<file path="src/rtl/oled_text_engine.sv">
// oled_text_engine: renders dirty descriptor entries as SSD1306 I2C write words.
// Each selected entry emits, per glyph row (0 then 1), a page header, two
// column-address words and 8 or 16 glyph data bytes read from a 1-cycle ROM.
// Optional build macro OLED_TEXT_INVERT_EN adds invert_mask, latched on start,
// which sends the data bytes of the marked entries inverted.
//
// cmd_valid/cmd_done handshake: cmd_valid rises with cmd_data and both hold
// until cmd_done is sampled high while cmd_valid=1; cmd_valid then drops on
// that edge. cmd_done seen while cmd_valid=0 has no effect.
module oled_text_engine #(
  parameter int              N_ENTRIES = 16,
  parameter int              IDX_W     = 4,
  parameter int              GLYPH_W   = 6,
  parameter logic [7:0]      I2C_ADDR  = 8'h78
) (
  input  logic                 sys_clk,
  input  logic                 rst,
  input  logic                 start,
  input  logic [N_ENTRIES-1:0] dirty_mask,
`ifdef OLED_TEXT_INVERT_EN
  input  logic [N_ENTRIES-1:0] invert_mask,
`endif
  output logic [IDX_W-1:0]     ent_sel,
  input  logic [6:0]           ent_x,
  input  logic [2:0]           ent_page,
  input  logic                 ent_wide,
  input  logic [GLYPH_W-1:0]   ent_glyph,
  output logic [GLYPH_W+4:0]   rom_addr,
  input  logic [7:0]           rom_data,
  output logic                 cmd_valid,
  output logic [23:0]          cmd_data,
  input  logic                 cmd_done,
  output logic                 busy,
  output logic                 done,
  output logic [2:0]           dbg_state_o
);

  typedef enum logic [2:0] {S_IDLE, S_SCAN, S_ADV, S_SEND, S_DONE} state_t;

  localparam logic [IDX_W-1:0] LAST_IDX = IDX_W'(N_ENTRIES - 1);

  state_t                 state_q, state_d;
  logic [N_ENTRIES-1:0]   mask_q, mask_d;
  logic [IDX_W-1:0]       ent_sel_q, ent_sel_d;
  logic [6:0]             x_q, x_d;
  logic [2:0]             page_q, page_d;
  logic                   wide_q, wide_d;
  logic [GLYPH_W-1:0]     glyph_q, glyph_d;
  logic                   row_q, row_d;
  logic [4:0]             word_q, word_d;
  logic [GLYPH_W+4:0]     rom_addr_q, rom_addr_d;
  logic                   cmd_valid_q, cmd_valid_d;
  logic [23:0]            cmd_data_q, cmd_data_d;
  logic                   busy_q, busy_d;
  logic                   done_q, done_d;
  logic                   inv_bit;
  logic [2:0]             page_row;
  logic [4:0]             last_word;
  logic [23:0]            word_data;

`ifdef OLED_TEXT_INVERT_EN
  logic [N_ENTRIES-1:0]   inv_q, inv_d;
  assign inv_bit = inv_q[ent_sel_q];
`else
  assign inv_bit = 1'b0;
`endif

  // ROM slot address for a given word; columns start at word 3.
  function automatic logic [GLYPH_W+4:0] rom_slot(input logic [GLYPH_W-1:0] g,
                                                  input logic r,
                                                  input logic [4:0] w);
    return {g, r, 4'(w - 5'd3)};
  endfunction

  assign page_row  = page_q + {2'b00, row_q};
  assign last_word = wide_q ? 5'd18 : 5'd10;

  // Word contents for the current row/word position of the active entry.
  always_comb begin
    word_data = {I2C_ADDR, 8'h40, rom_data ^ {8{inv_bit}}};
    case (word_q)
      5'd0:    word_data = {I2C_ADDR, 8'h00, 5'b10110, page_row};
      5'd1:    word_data = {I2C_ADDR, 8'h00, 4'h0, x_q[3:0]};
      5'd2:    word_data = {I2C_ADDR, 8'h00, 5'b00010, x_q[6:4]};
      default: word_data = {I2C_ADDR, 8'h40, rom_data ^ {8{inv_bit}}};
    endcase
  end

  // Next-state and output logic for the render sequencer.
  always_comb begin
    state_d     = state_q;
    mask_d      = mask_q;
    ent_sel_d   = ent_sel_q;
    x_d         = x_q;
    page_d      = page_q;
    wide_d      = wide_q;
    glyph_d     = glyph_q;
    row_d       = row_q;
    word_d      = word_q;
    rom_addr_d  = rom_addr_q;
    cmd_valid_d = cmd_valid_q;
    cmd_data_d  = cmd_data_q;
    busy_d      = busy_q;
    done_d      = 1'b0;
`ifdef OLED_TEXT_INVERT_EN
    inv_d       = inv_q;
`endif
    case (state_q)
      S_IDLE: begin
        if (start) begin
          mask_d    = dirty_mask;
`ifdef OLED_TEXT_INVERT_EN
          inv_d     = invert_mask;
`endif
          busy_d    = 1'b1;
          ent_sel_d = '0;
          state_d   = S_SCAN;
        end
      end
      S_SCAN: begin
        if (mask_q[ent_sel_q]) begin
          x_d        = ent_x;
          page_d     = ent_page;
          wide_d     = ent_wide;
          glyph_d    = ent_glyph;
          row_d      = 1'b0;
          word_d     = 5'd0;
          rom_addr_d = rom_slot(ent_glyph, 1'b0, 5'd0);
          state_d    = S_ADV;
        end else begin
          ent_sel_d = ent_sel_q + 1'b1;
          if (ent_sel_q == LAST_IDX) state_d = S_DONE;
        end
      end
      S_ADV: begin
        // rom_addr is already stable; this cycle covers the ROM latency.
        state_d = S_SEND;
      end
      S_SEND: begin
        if (!cmd_valid_q) begin
          cmd_valid_d = 1'b1;
          cmd_data_d  = word_data;
        end else if (cmd_done) begin
          cmd_valid_d = 1'b0;
          if (word_q != last_word) begin
            word_d     = word_q + 5'd1;
            rom_addr_d = rom_slot(glyph_q, row_q, word_q + 5'd1);
            state_d    = S_ADV;
          end else if (!row_q) begin
            row_d      = 1'b1;
            word_d     = 5'd0;
            rom_addr_d = rom_slot(glyph_q, 1'b1, 5'd0);
            state_d    = S_ADV;
          end else begin
            mask_d[ent_sel_q] = 1'b0;
            ent_sel_d         = ent_sel_q + 1'b1;
            state_d           = (ent_sel_q == LAST_IDX) ? S_DONE : S_SCAN;
          end
        end
      end
      S_DONE: begin
        done_d  = 1'b1;
        busy_d  = 1'b0;
        state_d = S_IDLE;
      end
      default: state_d = S_IDLE;
    endcase
  end

  // State register with synchronous reset; reset aborts any pass.
  always_ff @(posedge sys_clk) begin
    if (rst) begin
      state_q     <= S_IDLE;
      mask_q      <= '0;
      ent_sel_q   <= '0;
      x_q         <= '0;
      page_q      <= '0;
      wide_q      <= 1'b0;
      glyph_q     <= '0;
      row_q       <= 1'b0;
      word_q      <= '0;
      rom_addr_q  <= '0;
      cmd_valid_q <= 1'b0;
      cmd_data_q  <= '0;
      busy_q      <= 1'b0;
      done_q      <= 1'b0;
`ifdef OLED_TEXT_INVERT_EN
      inv_q       <= '0;
`endif
    end else begin
      state_q     <= state_d;
      mask_q      <= mask_d;
      ent_sel_q   <= ent_sel_d;
      x_q         <= x_d;
      page_q      <= page_d;
      wide_q      <= wide_d;
      glyph_q     <= glyph_d;
      row_q       <= row_d;
      word_q      <= word_d;
      rom_addr_q  <= rom_addr_d;
      cmd_valid_q <= cmd_valid_d;
      cmd_data_q  <= cmd_data_d;
      busy_q      <= busy_d;
      done_q      <= done_d;
`ifdef OLED_TEXT_INVERT_EN
      inv_q       <= inv_d;
`endif
    end
  end

  assign ent_sel     = ent_sel_q;
  assign rom_addr    = rom_addr_q;
  assign cmd_valid   = cmd_valid_q;
  assign cmd_data    = cmd_data_q;
  assign busy        = busy_q;
  assign done        = done_q;
  assign dbg_state_o = state_q;

endmodule
</file>
<file path="config.mk">
export PLATFORM = sky130hd
export DESIGN_NAME = oled_text_engine
export DESIGN_NICKNAME = d
export VERILOG_FILES = /design/src/rtl/oled_text_engine.sv
export SDC_FILE = /design/constraint.sdc
export NUM_CORES = 1
export LEC_CHECK = 0
export CAP_MARGIN = 20
export CORE_ASPECT_RATIO = 1.5
export CORE_MARGIN = 3
export CORE_UTILIZATION = 55
export DETAILED_ROUTE_END_ITERATION = 8
export DONT_BUFFER_PORTS = 1
export HOLD_SLACK_MARGIN = 0.08
export PLACE_DENSITY = 0.72
export SKIP_CTS_REPAIR_TIMING = 1
export SYNTH_ARGS = -nofsm -noshare
export SYNTH_HDL_FRONTEND = slang
export SYNTH_SLANG_ARGS = --single-unit
export TNS_END_PERCENT = 10
</file>
<file path="constraint.sdc">
create_clock -name sys_clk -period 3.06 [get_ports sys_clk]
set_clock_uncertainty 0.05 [all_clocks]
set_input_delay 0.459 -clock sys_clk [delete_from_list [all_inputs] [get_ports sys_clk]]
set_output_delay 0.459 -clock sys_clk [all_outputs]
set_load 0.03 [all_outputs]
</file>
## Yosys cells after proc, flatten, opt, wreduce, memory -nomap -nowiden

Index checks and enable logic that the tools add are counted.

- Add/subtract/negate cells: 4
- Magnitude comparators: 2
- Equal/unequal tests: 17
- Muxes and demuxes: 50
- Bitwise gates (word level): 3
- Reduce and logical (&&, ||, !) cells: 15

Operators by type and width:

| cell | number |
|---|---|
| $mux W16 | 5 |
| $mux W11 | 5 |
| $pmux W15 S3 | 1 |
| $pmux W16 S2 | 1 |
| $mux W5 | 6 |
| $mux W3 | 8 |
| $mux W4 | 6 |
| $pmux W11 S2 | 1 |
| $and A16 B16 Y16 | 1 |
| $not A16 Y16 | 1 |
| $ne A2 B2 Y1 const B | 7 |
| $pmux W3 S4 | 1 |
| $pmux W4 S3 | 1 |
| $mux W1 | 10 |
| $pmux W5 S2 | 1 |
| $reduce_and A5 Y1 | 2 |
| $reduce_and A7 Y1 | 1 |
| $eq A3 B2 Y1 const B | 2 |
| $ne A3 B3 Y1 const B | 2 |
| $reduce_and A2 Y1 | 3 |
| $reduce_and A6 Y1 | 1 |
| $reduce_bool A2 Y1 | 3 |
| $add A5 B1 Y5 const B | 1 |
| $eq A5 B1 Y1 const B | 1 |
| other kinds (19) | 20 |

- Bits in registers: 84
- Input port bits: 45
- Output and inout port bits: 45

## Logic depth before layout (Yosys ltp)

- Depth after elaboration: 11
- Depth in mapped cells: 8
- Mapped depth without buffers: 7

## Worst setup path before layout

No wires, ideal clock.

- Kind: register to register
- Start: register ent_sel_q[1], in the netlist ent_sel[1]
- End: register glyph_q[4]
- Arrival time: 2198 ps
- Data required time: 2878 ps
- Slack: 679 ps
- Stages on the path, launching flop included: 9
- Path through: dfxtp_1 -> buf_6 -> mux4_2 -> mux2_2 -> mux2_4 -> buf_6 -> buf_6 -> nand3_1 -> a21oi_1

- Longest elaborated chain between the ends: 3

Ends and longest elaborated chain:

| what | RTL line | text |
|---|---|---|
| start: declaration | 44 | `logic [IDX_W-1:0] ent_sel_q, ent_sel_d;` |
| start signal: assignment | 193 | `ent_sel_q <= ent_sel_d;` |
| $bmux W1 S4 | 121 | `if (mask_q[ent_sel_q]) begin` |
| $mux W1 (not written as such) | 121 |  |
| $reduce_and A2 Y1 (no line) | n/a |  |
| end signal: assignment | 197 | `glyph_q <= glyph_d;` |
| end: declaration | 48 | `logic [GLYPH_W-1:0] glyph_q, glyph_d;` |

No other way between the ends. The select of a mux whose other input is x is not followed.
A chain may end at the register's enable or synchronous reset.

## Final worst setup path

- Start: register ent_sel_q[1], in the netlist ent_sel[1]
- End: register word_q[1]

- Longest elaborated chain between the ends: 4

Ends and longest elaborated chain:

| what | RTL line | text |
|---|---|---|
| $bmux W1 S4 | 121 |  |
| $mux W1 (not written as such) | 121 |  |
| $ne A2 B2 Y1 (no line) | n/a |  |
| $reduce_and A5 Y1 (no line) | n/a |  |
| end signal: assignment | 199 | `word_q <= word_d;` |
| end: declaration | 50 | `logic [4:0] word_q, word_d;` |

No other way between the ends. The select of a mux whose other input is x is not followed.

==> qor.yml <==
floorplanning:
  io_pins: 90
  floorplan.die.width_um: 72.7
  dieHeight_um: 106
  rows: 35
  fp.coreArea_sq_um: 6310
  dieArea_sq_um: 7720
  initial_utilization_pct: 58.3
synthesis:
  yosysTopAreaCellShare_pct: 38.1
  synth_area_sq_um: 3670
  yosysTopAreaCell: "dfxtp_1"
  ys_ff_latch: 70
  synth_cell_types: 59
  yosys_warnings: 0
  synth_edf_count: 0
  async_flop_share_pct: 0
  synth_ff_type: "dfxtp_1"
  synthTopCellsByArea: "dfxtp_1 38%, nand2_1 7.0%, a21oi_1 6.3%, ha_1 3.7%, nand3_1 3.5%"
  seq_area_frac_synth_pct: 38.1
  synth_cells: 447
  avgSynthCellArea_sq_um: 8.22
power_and_ir_drop:
  irDropWorstVdd_uv: 364
  swShare_pct: 28.3
  p_sw_uw: 606
  power.leakage_uw: 0.00145
  power_frac_seq_pct: 47.6
  p_clk_share_pct: 39.0
  pwr-share-comb_pct: 13.3
  power_density_nw_per_um2: 552
  p_int_uw: 1540
global_routing:
  antenna_found_initial: 0
  grt_usage_pct: 24.6
  grt_pass1_vias: 3227
  gr-total-overflow: 0
  grt_pass1_wl_um: 15100
  grt_max_degree: 48
sta:
  timing.final.ws_setup_ns: 0.533
  fmax_mhz: 396
  setup_tns_ns: 0
  hold_slack_ns: 0.139
  slew_viol_final: 0
  final-setup-viol-count: 0
  rsz0062_at_grt: "false"
  tightest_slew_ns: 1.01
  finalHoldViolations: 0
  slew_headroom_pct: 32.8
  fin_crit_sh_pct: 82.6
  min_period_ns: 2.53
worst_setup_path:
  r2r-start: "ent_sel[1]$_SDFFE_PP0P_"
  crit_required_ns: 3.24
  arrival_ns: 2.71
  path_max_fanout: 15
  crit_path_end: "word_q[1]$_SDFFE_PP0P_"
  ff2ff_path_depth: 6
  crit_start: "ent_sel[1]$_SDFFE_PP0P_"
  end_kind: "flop"
  r2r_end: "word_q[1]$_SDFFE_PP0P_"
  path_class: "reg -> reg"
  cp-start-kind: "flop"
  rrSetupSlack_ns: 0.53
route:
  drc_errors: 0
  vias_per_cell: 6.35
  firstDrtPassIters: 4
  post_drt_wl_per_cell_um: 18.1
  drt_iter0_drc: 130
  ant_nets: 0
  vias: 3256
  wl_um: 9300
clocking:
  clk_path_buf_depth: 2
  root_buffer: "clkbuf_8"
  clkSinkCount: 70
  cts_tree: "done"
  clk_pin_slew_worst_paths_ns: 0.08
  numCtsBuffers: 9
  ctsHtreeMaxLevel: 3
  insertion_delay_ns: 0.35
placement:
  routabilityCongestion: 0.885
  io_buffers: 0
  dp_hpwl_um: 6720
  preCtsSetupSlack_ns: 0.546
finish:
  nets: 490
  drive_above_1_share_pct: 10.7
  diodes: 0
  syn_to_final_growth_pct: 5.48
outcome:
  outcome: "complete, no violations"
hold_path:
  min_path_type: "in -> reg"
  min_from: "rst"
flow_run:
  maxCapViolCount: 0
## metal layers
metal | routed length (um) | track usage, %
met5 | 0 | 0
met4 | 178 | 12.1
met3 | 725 | 7.10
met2 | 4970 | 42.1
met1 | 3430 | 27.0
## power groups by stage
stage / combinational [uW] / clock [uW] / sequential (uW)
floorplan: 248 / 0 / 1030
global placement: 277 / 0 / 1040
CTS: 282 / 849 / 1020
global route: 314 / 881 / 1030
finish: 286 / 836 / 1020
detailed placement: 281 / 0 / 1040
## worst min-delay path by stage
| stage | to | slack, ns | depth (start not counted) |
|---|---|---|---|
| 2_1_floorplan | mask_q[15]$_SDFFE_PP0P_ | 0.39 | 2 |
| 3_3_place_gp | mask_q[15]$_SDFFE_PP0P_ | 0.40 | 2 |
| 3_5_place_dp | mask_q[15]$_SDFFE_PP0P_ | 0.40 | 2 |
| 4_1_cts | cmd_data[6]$_SDFFE_PP0P_ | 0.12 | 1 |
| 5_1_grt | word_q[3]$_SDFFE_PP0P_ | 0.11 | 1 |
| 6_report | word_q[3]$_SDFFE_PP0P_ | 0.14 | 1 |
## critical path, stage by stage (launching register included)
cell and delay (ns):
dfxtp_1 0.53, mux4_2 0.56, mux2_2 0.34, mux2i_4 0.36
buf_4 0.29, o2111ai_1 0.14, o41ai_1 0.13
## synthesized netlist by cell type, types with 7 or more instances
cell type   n
a21oi_1    46
clkbuf_1   24
nand2b_1    7
o21ai_1    22
nor2_1     16
nor4_1     10
nand3_1    26
a31oi_1     7
dfxtp_1    70
o211ai_1   16
inv_1       9
a311oi_1    8
o21ai_0     8
ha_1       11
buf_4      14
nand2_1    69
## sequential cells by signal, indices dropped and copies added, names as in the netlist
name / cells
mask_q: 16
rom_addr: 11
cmd_data: 10
x_q: 7
glyph_q: 6
word_q: 5
ent_sel: 4
dbg_state_o: 3
page_q: 3
busy: 1
cmd_valid: 1
done: 1
row_q: 1
wide_q: 1
## per-stage QoR
| stage | power, uW | instance area [sq um] | cells | util, % |
|---|---|---|---|---|
| global route | 2220 | 3880 | 513 | 61.5 |
| finish | 2140 | 3880 | 513 | 61.5 |
| CTS | 2150 | 3870 | 512 | 61.3 |
| floorplan | 1280 | 3710 | 457 | - |
| global placement | 1320 | 3640 | 496 | 57.8 |
| detailed placement | 1320 | 3640 | 496 | 57.8 |
## layout make-up
cell class | count | area [sq um]
Inverter | 12 | 45.0
Sequential cell | 70 | 1400
Clock inverter | 5 | 82.6
Fill cell | 581 | 2430
Tap cell | 74 | 92.6
Multi-Input combinational cell | 326 | 2000
Clock buffer | 11 | 141
Timing Repair Buffer | 15 | 113
## cell usage in the layout, fill, tap and decap left out, types with 8 or more instances in the layout
cell / n
o211ai_1: 16
buf_4: 15
nor4_1: 9
conb_1: 11
a21oi_1: 46
nor2_1: 16
nand2_1: 69
nand3_1: 26
ha_1: 11
o21ai_0: 8
o21ai_1: 22
inv_1: 9
clkbuf_8: 10
a311oi_1: 8
dfxtp_1: 70
## logic make-up after synthesis
logic type               after synthesis  share of synthesized area [%]
AND/OR/NAND/NOR                      147                           18.5
AO/OA/AOI/OAI                        142                           25.1
flip-flops                            70                           38.1
buffers and inverters                 61                           8.61
adder cells (fa/ha/maj)               11                           3.75
multiplexers                          10                           4.63
XOR/XNOR                               5                           1.19
other                                  1                          0.102
Note: power is estimated with default switching activity, not from simulation.
